==> src/rtl/uart_alu_interface_pkg.sv <==
// Shared definitions for the UART <-> ALU frame interface: state encoding and
// the ALU opcode set understood by the ALU and used by the benches.
package uart_alu_interface_pkg;

   localparam int NB_DATA_DEFAULT = 8;
   localparam int NB_OP_DEFAULT   = 6;

   // Frame-assembly / transmit sequencing states.
   typedef enum logic [2:0] {
      WAIT_A  = 3'd0,
      WAIT_B  = 3'd1,
      WAIT_OP = 3'd2,
      CAPTURE = 3'd3,
      SEND    = 3'd4,
      WAIT_TX = 3'd5
   } state_t;

   // ALU opcodes (low NB_OP bits of the third received byte).
   localparam logic [NB_OP_DEFAULT-1:0] OP_ADD = 6'h20;
   localparam logic [NB_OP_DEFAULT-1:0] OP_SUB = 6'h22;
   localparam logic [NB_OP_DEFAULT-1:0] OP_AND = 6'h24;
   localparam logic [NB_OP_DEFAULT-1:0] OP_OR  = 6'h25;
   localparam logic [NB_OP_DEFAULT-1:0] OP_XOR = 6'h26;
   localparam logic [NB_OP_DEFAULT-1:0] OP_NOR = 6'h27;
   localparam logic [NB_OP_DEFAULT-1:0] OP_SRA = 6'h03;
   localparam logic [NB_OP_DEFAULT-1:0] OP_SRL = 6'h02;

endpackage : uart_alu_interface_pkg

==> src/rtl/uart_alu_interface.sv <==
// Collects operand A, operand B and opcode bytes from rx_uart, presents them to
// a combinational ALU, captures the result and fires one tx_uart transmission.
// An inter-byte timer returns a stalled partial frame to WAIT_A.
module uart_alu_interface
   import uart_alu_interface_pkg::*;
#(
   parameter int NB_DATA        = 8,
   parameter int NB_OP          = 6,
   parameter int TIMEOUT_CYCLES = 1000000
) (
   input  logic               i_clock,
   input  logic               i_reset,
   input  logic [NB_DATA-1:0] i_rx_data,
   input  logic               i_rx_done_tick,
   input  logic [NB_DATA-1:0] i_alu_result,
   input  logic               i_tx_done_tick,
   output logic [NB_DATA-1:0] o_alu_data_a,
   output logic [NB_DATA-1:0] o_alu_data_b,
   output logic [NB_OP-1:0]   o_alu_op,
   output logic [NB_DATA-1:0] o_tx_data,
   output logic               o_tx_start,
   output logic               o_busy
);

   // A zero timeout disables the timer; keep at least one bit so the
   // counter declaration stays legal in that configuration.
   localparam int NB_TIMER = (TIMEOUT_CYCLES > 0) ? $clog2(TIMEOUT_CYCLES + 1) : 1;
   localparam logic [NB_TIMER-1:0] TIMER_LAST =
      (TIMEOUT_CYCLES > 0) ? NB_TIMER'(TIMEOUT_CYCLES - 1) : '0;
   localparam logic [NB_TIMER-1:0] TIMER_MAX =
      (TIMEOUT_CYCLES > 0) ? NB_TIMER'(TIMEOUT_CYCLES) : '0;

   state_t               r_state;
   state_t               w_next_state;
   logic [NB_TIMER-1:0]  r_timer;
   logic                 w_timer_run;
   logic                 w_timeout;
   logic [NB_DATA-1:0]   r_data_a;
   logic [NB_DATA-1:0]   r_data_b;
   logic [NB_OP-1:0]     r_op;
   logic [NB_DATA-1:0]   r_tx_data;

   // The timer only runs while a partial frame is waiting for its next byte;
   // a byte arriving in the expiry cycle takes priority over the timeout.
   assign w_timer_run = (r_state == WAIT_B) || (r_state == WAIT_OP);
   assign w_timeout   = (TIMEOUT_CYCLES > 0) && w_timer_run &&
                        !i_rx_done_tick && (r_timer == TIMER_LAST);

   // State register.
   always_ff @(posedge i_clock) begin
      // NOTE: sequential state uses non-blocking assignments so every register
      // samples pre-edge values regardless of statement or process order.
      if (i_reset) r_state <= WAIT_A;
      else         r_state <= w_next_state;
   end

   // Next-state logic.
   always_comb begin
      // NOTE: default assignment first so every path assigns the signal and
      // no latch is inferred.
      w_next_state = r_state;
      unique case (r_state)
         WAIT_A:  if (i_rx_done_tick) w_next_state = WAIT_B;
         WAIT_B: begin
            if (i_rx_done_tick) w_next_state = WAIT_OP;
            else if (w_timeout) w_next_state = WAIT_A;
         end
         WAIT_OP: begin
            if (i_rx_done_tick) w_next_state = CAPTURE;
            else if (w_timeout) w_next_state = WAIT_A;
         end
         CAPTURE: w_next_state = SEND;
         SEND:    w_next_state = WAIT_TX;
         WAIT_TX: if (i_tx_done_tick) w_next_state = WAIT_A;
         default: w_next_state = WAIT_A;
      endcase
   end

   // State-decoded outputs: single start pulse in SEND, busy while a result is in flight.
   always_comb begin
      o_tx_start = 1'b0;
      o_busy     = 1'b0;
      unique case (r_state)
         CAPTURE: o_busy = 1'b1;
         SEND: begin
            o_tx_start = 1'b1;
            o_busy     = 1'b1;
         end
         WAIT_TX: o_busy = 1'b1;
         default: begin
            o_tx_start = 1'b0;
            o_busy     = 1'b0;
         end
      endcase
   end

   // Inter-byte timer: cleared outside the byte-wait states and on every byte; saturating.
   always_ff @(posedge i_clock) begin
      if (i_reset || !w_timer_run || i_rx_done_tick) r_timer <= '0;
      else if (r_timer != TIMER_MAX)                 r_timer <= r_timer + NB_TIMER'(1);
   end

   // Operand/opcode capture and result capture; operands persist across timeouts.
   always_ff @(posedge i_clock) begin
      // NOTE: these are plain registers, not a memory, so they take the
      // synchronous reset and come up as zero on the ALU and tx_uart ports.
      if (i_reset) begin
         r_data_a  <= '0;
         r_data_b  <= '0;
         r_op      <= '0;
         r_tx_data <= '0;
      end else begin
         if (i_rx_done_tick) begin
            unique case (r_state)
               WAIT_A:  r_data_a <= i_rx_data;
               WAIT_B:  r_data_b <= i_rx_data;
               WAIT_OP: r_op     <= i_rx_data[NB_OP-1:0];
               default: ;
            endcase
         end
         if (r_state == CAPTURE) r_tx_data <= i_alu_result;
      end
   end

   assign o_alu_data_a = r_data_a;
   assign o_alu_data_b = r_data_b;
   assign o_alu_op     = r_op;
   assign o_tx_data    = r_tx_data;

endmodule : uart_alu_interface
==> config.mk <==
export PLATFORM = sky130hd
export DESIGN_NAME = uart_alu_interface
export DESIGN_NICKNAME = d
export VERILOG_FILES = /design/src/rtl/uart_alu_interface_pkg.sv /design/src/rtl/uart_alu_interface.sv
export SDC_FILE = /design/constraint.sdc
export NUM_CORES = 1
export LEC_CHECK = 0
export ABC_AREA = 1
export CAP_MARGIN = 25
export CELL_PAD_IN_SITES_DETAIL_PLACEMENT = 0
export CELL_PAD_IN_SITES_GLOBAL_PLACEMENT = 1
export CORE_ASPECT_RATIO = 1.25
export CORE_MARGIN = 3
export CORE_UTILIZATION = 40
export CTS_BUF_LIST = sky130_fd_sc_hd__clkbuf_4
export CTS_CLUSTER_SIZE = 12
export DETAILED_ROUTE_END_ITERATION = 16
export PLACE_DENSITY_LB_ADDON = 0.1
export SYNTH_ARGS = -nofsm -noshare
export SYNTH_HDL_FRONTEND = slang
export SYNTH_SLANG_ARGS = --single-unit
export TNS_END_PERCENT = 1
==> constraint.sdc <==
create_clock -name i_clock -period 2.4 [get_ports i_clock]
set_clock_uncertainty 0.1 [all_clocks]
set_input_delay 0.36 -clock i_clock [delete_from_list [all_inputs] [get_ports i_clock]]
set_output_delay 0.36 -clock i_clock [all_outputs]
set_load 0.01 [all_outputs]
* After elaboration in Yosys (flattened, before gate mapping)
Index checks and enable logic that the tools add are counted.
Storage, ports and cells: bits in registers 53, bits in latches 0, memory bits (writable) 0, bits in read-only memories 0, output and inout port bits 32, word-level logic and storage cells 37, memories kept 0
Operators by class: add/subtract/negate cells 1, $mul 0, divide/modulo/power cells 0, order comparisons 0, eq/ne operators 9, shifts and indexed selects 0, multiplexer cells 8, bitwise gates (word level) 0, reductions and logical operators 13
Operators by type and width (number):
- $add 20x1->20 const B | 1
- $eq 20x20->1 const B | 1
- $ne 20x20->1 const B | 1
- $pmux 3 s6 | 1
- $mux 3 | 5
- $reduce_and 2->1 | 4
- $eq 3x2->1 const B | 2
- $eq 3x3->1 const B | 2
- $ne 2x2->1 const B | 2
- $eq 3x1->1 const B | 1
- $logic_not 3->1 | 1
- $logic_or 1x1->1 | 3
- $reduce_or 3->1 | 1
- $logic_and 1x1->1 | 2
- $logic_not 1->1 | 2
- $mux 1 | 2

* Longest topological paths before layout
depth after elaboration 7, gate-level depth with buffers 12, gate-level depth less buffers 12

* Least setup slack after synthesis
Ideal clock, no wire load.
path kind register to register, from register r_timer[0], to register r_timer[14], arrival 1.333 ns, required time 2.221 ns, path slack 0.888 ns, stages on the path, launching flop included 10, path buffers 0, period minus slack after synthesis 1.512 ns, path through dfxtp_1 -> ha_1 -> nand2_1 -> nor2_4 -> nand2_2 -> nor2_4 -> nand3_4 -> nor2_4 -> a21oi_1 -> a211oi_2
On the way: word-level cells in the longest chain between the ends 1, elaborated cells between the ends (all ways) 2
Ends and longest elaborated chain:
- start: declaration | line uart_alu_interface.sv:35 | logic [NB_TIMER-1:0] r_timer;
- start signal: assignment | line uart_alu_interface.sv:100 | else if (r_timer != TIMER_MAX) r_timer <= r_timer + NB_TIMER'(1);
- $add 20x1->20 / $ne 20x20->1 (equally long branches) | line uart_alu_interface.sv:100
Parallel ways exist; a longest one is shown, timed or not. A chain may end at the register's enable or synchronous reset.

* Worst setup path in the final report
from register r_state[0], to output port o_busy
On the way: word-level cells in the longest chain between the ends 3, elaborated cells between the ends (all ways) 5
Ends and longest elaborated chain:
- start: declaration | line uart_alu_interface.sv:33 | state_t r_state;
- start signal: assignment | line uart_alu_interface.sv:54 | else r_state <= w_next_state;
- $eq 3x2->1 / $eq 3x3->1 (equally long branches) | line uart_alu_interface.sv:83 | unique case (r_state)
- $reduce_or 3->1 (no line) *
- $mux 1 * | line uart_alu_interface.sv:83
- end: declaration | line uart_alu_interface.sv:22 | output logic o_busy
Every way passes the cells marked *; elsewhere a longest branch is shown, timed or not.

==> tab_implementation.tex <==
\begin{tabular}{lr}
\hline
Metric & Value \\
\hline
\multicolumn{2}{l}{\textbf{Min path}} \\
Hold/Removal Path Class & reg2reg \\
Hold Path Depth & 2 \\
Startpoint of the worst hold path & o\_alu\_data\_a[5] \\
End of the worst hold path & o\_alu\_data\_a[5] \\
\multicolumn{2}{l}{\textbf{Power}} \\
Overall power & 1.69 mW \\
Leak pwr & 1.19 nW \\
Worst supply voltage drop on vdd & between 0.3 and 0.4 mV \\
Pwr dens & 557 nW/um\^{}2 \\
\multicolumn{2}{l}{\textbf{CTS}} \\
Insertion delay of the later-clocked pin in the worst-skew pair & 360 ps \\
Worst-case clock buffer depth & 2 \\
Post-CTS repair timing setup buffer count & 0 \\
Number of levels in the clock H-tree & 2 \\
Root cell of the clock tree & clkbuf\_4 \\
Clock slew seen by the registers of the worst setup and hold paths & 140 ps \\
TritonCTS clock tree & done \\
Hold buffer count at cts & 0 \\
Number of clock buffers inserted by TritonCTS & 5 \\
Sinks on the clock net & 53 \\
Post-cts gate resize count & 0 \\
\multicolumn{2}{l}{\textbf{Floorplanning}} \\
\# IOs & between 50 and 60 \\
Area of the core region & approximately 5600 sq um \\
Die Ht & 92.0 microns \\
Row count & 30 \\
Total die area & between 6000 and 7000 sq um \\
Starting Density & between 40\% and 50\% \\
X dimension of the die & 74.8 microns \\
\multicolumn{2}{l}{\textbf{Timing}} \\
Max Slew Vio Count & 0 \\
Unrepaired setup endpoints after global routing & false \\
Final hold vios & 0 \\
Worst max-slew margin expressed relative to the limit & between 60\% and 70\% \\
Max Freq & roughly 450 MHz \\
Final worst path period share & 92.2\% \\
Min cycle time layout & between 2000 and 2500 ps \\
Final Hold Slack & 361 ps \\
Tightest Pin Transition & 486 ps \\
Total Negative Setup Slacks & 0 ps \\
Final worst-path setup slack & about 190 ps \\
Count of endpoints failing setup in the final report & 0 \\
\multicolumn{2}{l}{\textbf{Placed design}} \\
Post-placement cell count & between 400 and 500 \\
Pre-CTS worst setup slack & 442 ps \\
Routability cong. & around 0.8 \\
Detailed placement HPWL & 3.89 mm \\
Port buffer count & around 50 \\
\multicolumn{2}{l}{\textbf{Routing}} \\
Vias after detailed routing & 2049 \\
First-pass iteration count of the detailed router & 4 \\
Initial DRC count & 53 \\
Antenna-violating nets left & 0 \\
Average via count per standard cell & 4.69 \\
WL final & 5.13 mm \\
Routed wire per std cell & 11.7 microns \\
\# DRC & 0 \\
\multicolumn{2}{l}{\textbf{Critical path}} \\
R2r startpoint & r\_timer[1] \\
Start point of the critical path & r\_state[0] \\
CP Data Arrival Time & 1750 ps \\
Endpoint required time on the critical path & 1940 ps \\
Register-to-Register Path Depth & 9 \\
Critical Path Start Type & flop \\
FF-to-FF setup slack & 690 ps \\
R2r endpoint & r\_timer[0] \\
CP Max Fanout & 4 \\
Classification of the worst setup path & reg2out \\
CP endpoint kind & output pin \\
\multicolumn{2}{l}{\textbf{Global route}} \\
Pin count of the biggest net entering global routing & 31 \\
Antenna violations before repair & 0 \\
Gr ovfl total & 0 \\
Vias in the first global route & 2023 \\
Overall routing resource usage & between 15 and 20\% \\
Global-route wire length before repair & 8.85 mm \\
\multicolumn{2}{l}{\textbf{Synth}} \\
Net count of the mapped netlist & roughly 340 \\
Most frequently used flop master after synthesis & dfxtp\_1 \\
Seq/Total Area, Yosys & 44.9\% \\
Number of cells produced by synthesis & 316 \\
Yosys reg bits & 53 \\
Mapped Area & roughly 2400 sq um \\
Number of distinct standard cells referenced by the synthesized netlist & 32 \\
Post-synth EDFFs & 0 \\
Avg Synthesized Cell Area & between 7 and 8 sq um \\
Number of synthesis warnings & 0 \\
Async set-reset flop share out of synthesis & 0\% \\
\multicolumn{2}{l}{\textbf{Final layout}} \\
Area growth from synthesis to layout & 28.2\% \\
Cell Count, Final, Fillers Out & 437 \\
Number of filler cells placed in the layout & 565 \\
Number of antenna repair diodes & 0 \\
Nets@finish & 394 \\
Fraction of final layout cells sized beyond drive strength 1 & a little under an eighth \\
\multicolumn{2}{l}{\textbf{Run status}} \\
Outcome & finished, final reports clean \\
\multicolumn{2}{l}{\textbf{Job}} \\
Count of max-cap constraint violations & 0 \\
\hline
\end{tabular}
[cell families after synthesis]
kind of cell	synth area share, %
adders and majority gates	1.06
and+or+nand+nor	29.2
xor gates and xnor gates	0.741
buffers and inverters	8.47
AOI/OAI and AO/OA	15.7
DFF	44.9
[Yosys cell counts, drive strengths merged, types with 2 or more instances]
library cell  count  share of area [%]
nor2             68                 13
a21oi            29                6.8
buf               2               0.69
dfxtp            53                 45
xor2              2               0.74
nand2            46                8.1
o21ai            37                7.8
nand3            13                3.9
inv              46                7.3
ha                2                1.1
clkbuf            3               0.48
nand4             2               0.53
nor3              4                1.8
or2               4                1.1
[layer usage]
metal	up-vias	part of all wire (%)	wire, microns	global-route usage [%]
li1	1115	-	-	-
met1	891	43	2210	19.2
met2	37	49	2510	26.8
met3	6	6.6	337	6.25
met4	0	1.4	73	5.34
met5	-	0	0	0
[through the flow]
| stage | instance area [sq um] | utilization, % |
|---|---|---|
| 4_1_cts | 3030 | 54.2 |
| 6_report | 3030 | 54.2 |
| 3_5_place_dp | 2950 | 52.8 |
| 2_1_floorplan | 2360 | - |
| 5_1_grt | 3030 | 54.2 |
| 3_3_place_gp | 2950 | 52.8 |
[how the worst max path moves through the flow]
stage,endpoint,depth (start not counted)
final,o_busy,5
after global placement,o_alu_data_a[7],4
after floorplan,r_timer[14],9
after global routing,o_busy,6
after detailed placement,o_alu_data_b[2],6
after CTS,o_busy,6
[cell type report]
class | count | area [sq um] | area share [%]
multi-input cells | 212 | 1110 | 36.5
flip-flops and latches | 53 | 1060 | 35.0
repair buffers | 54 | 533 | 17.6
inverters | 46 | 173 | 5.70
well taps | 64 | 80.1 | 2.64
clock buffers | 6 | 45.0 | 1.49
clock inverters | 2 | 33.8 | 1.11
[registers in the layout, summed over array words and instances, names as in the netlist]
register	count
o_tx_data	8
r_timer	20
r_state	3
o_alu_op	6
o_alu_data_b	8
o_alu_data_a	8
[power by group]
part           total [mW]  switching, mW  internal [mW]
combinational       0.245          0.121          0.124
sequential          0.945         0.0243          0.921
clock               0.499          0.270          0.229
total                1.69          0.415           1.27
[critical path, stage by stage, from the launching register on]
cell and delay [ps]:
dfxtp_1 430, inv_1 120, nor3_4 180, nor2_1 80, nand2_1 60, clkdlybuf4s50_1 530
[cells in the final DEF, fill, tap and decap left out]
master           count
a211oi_2             1
a21oi_1             25
a21oi_2              4
a31oi_1              1
buf_4                3
bufinv_16            1
clkbuf_4             6
clkdlybuf4s50_1     51
clkinv_1             1
dfxtp_1             53
ha_1                 2
inv_1               40
inv_2                6
nand2_1             40
nand2_2              5
nand2_4              1
nand3_1              9
nand3_2              3
nand3_4              1
nand4_1              2
nor2_1              59
nor2_2               2
nor2_4               7
nor3_1               2
nor3_4               2
nor3b_1              1
nor4_1               1
o21a_1               1
o21ai_0             36
o21ai_1              1
or2_0                2
or2_1                1
or2_2                1
xor2_1               2
No activity file was read; power rests on OpenSTA's default activity.
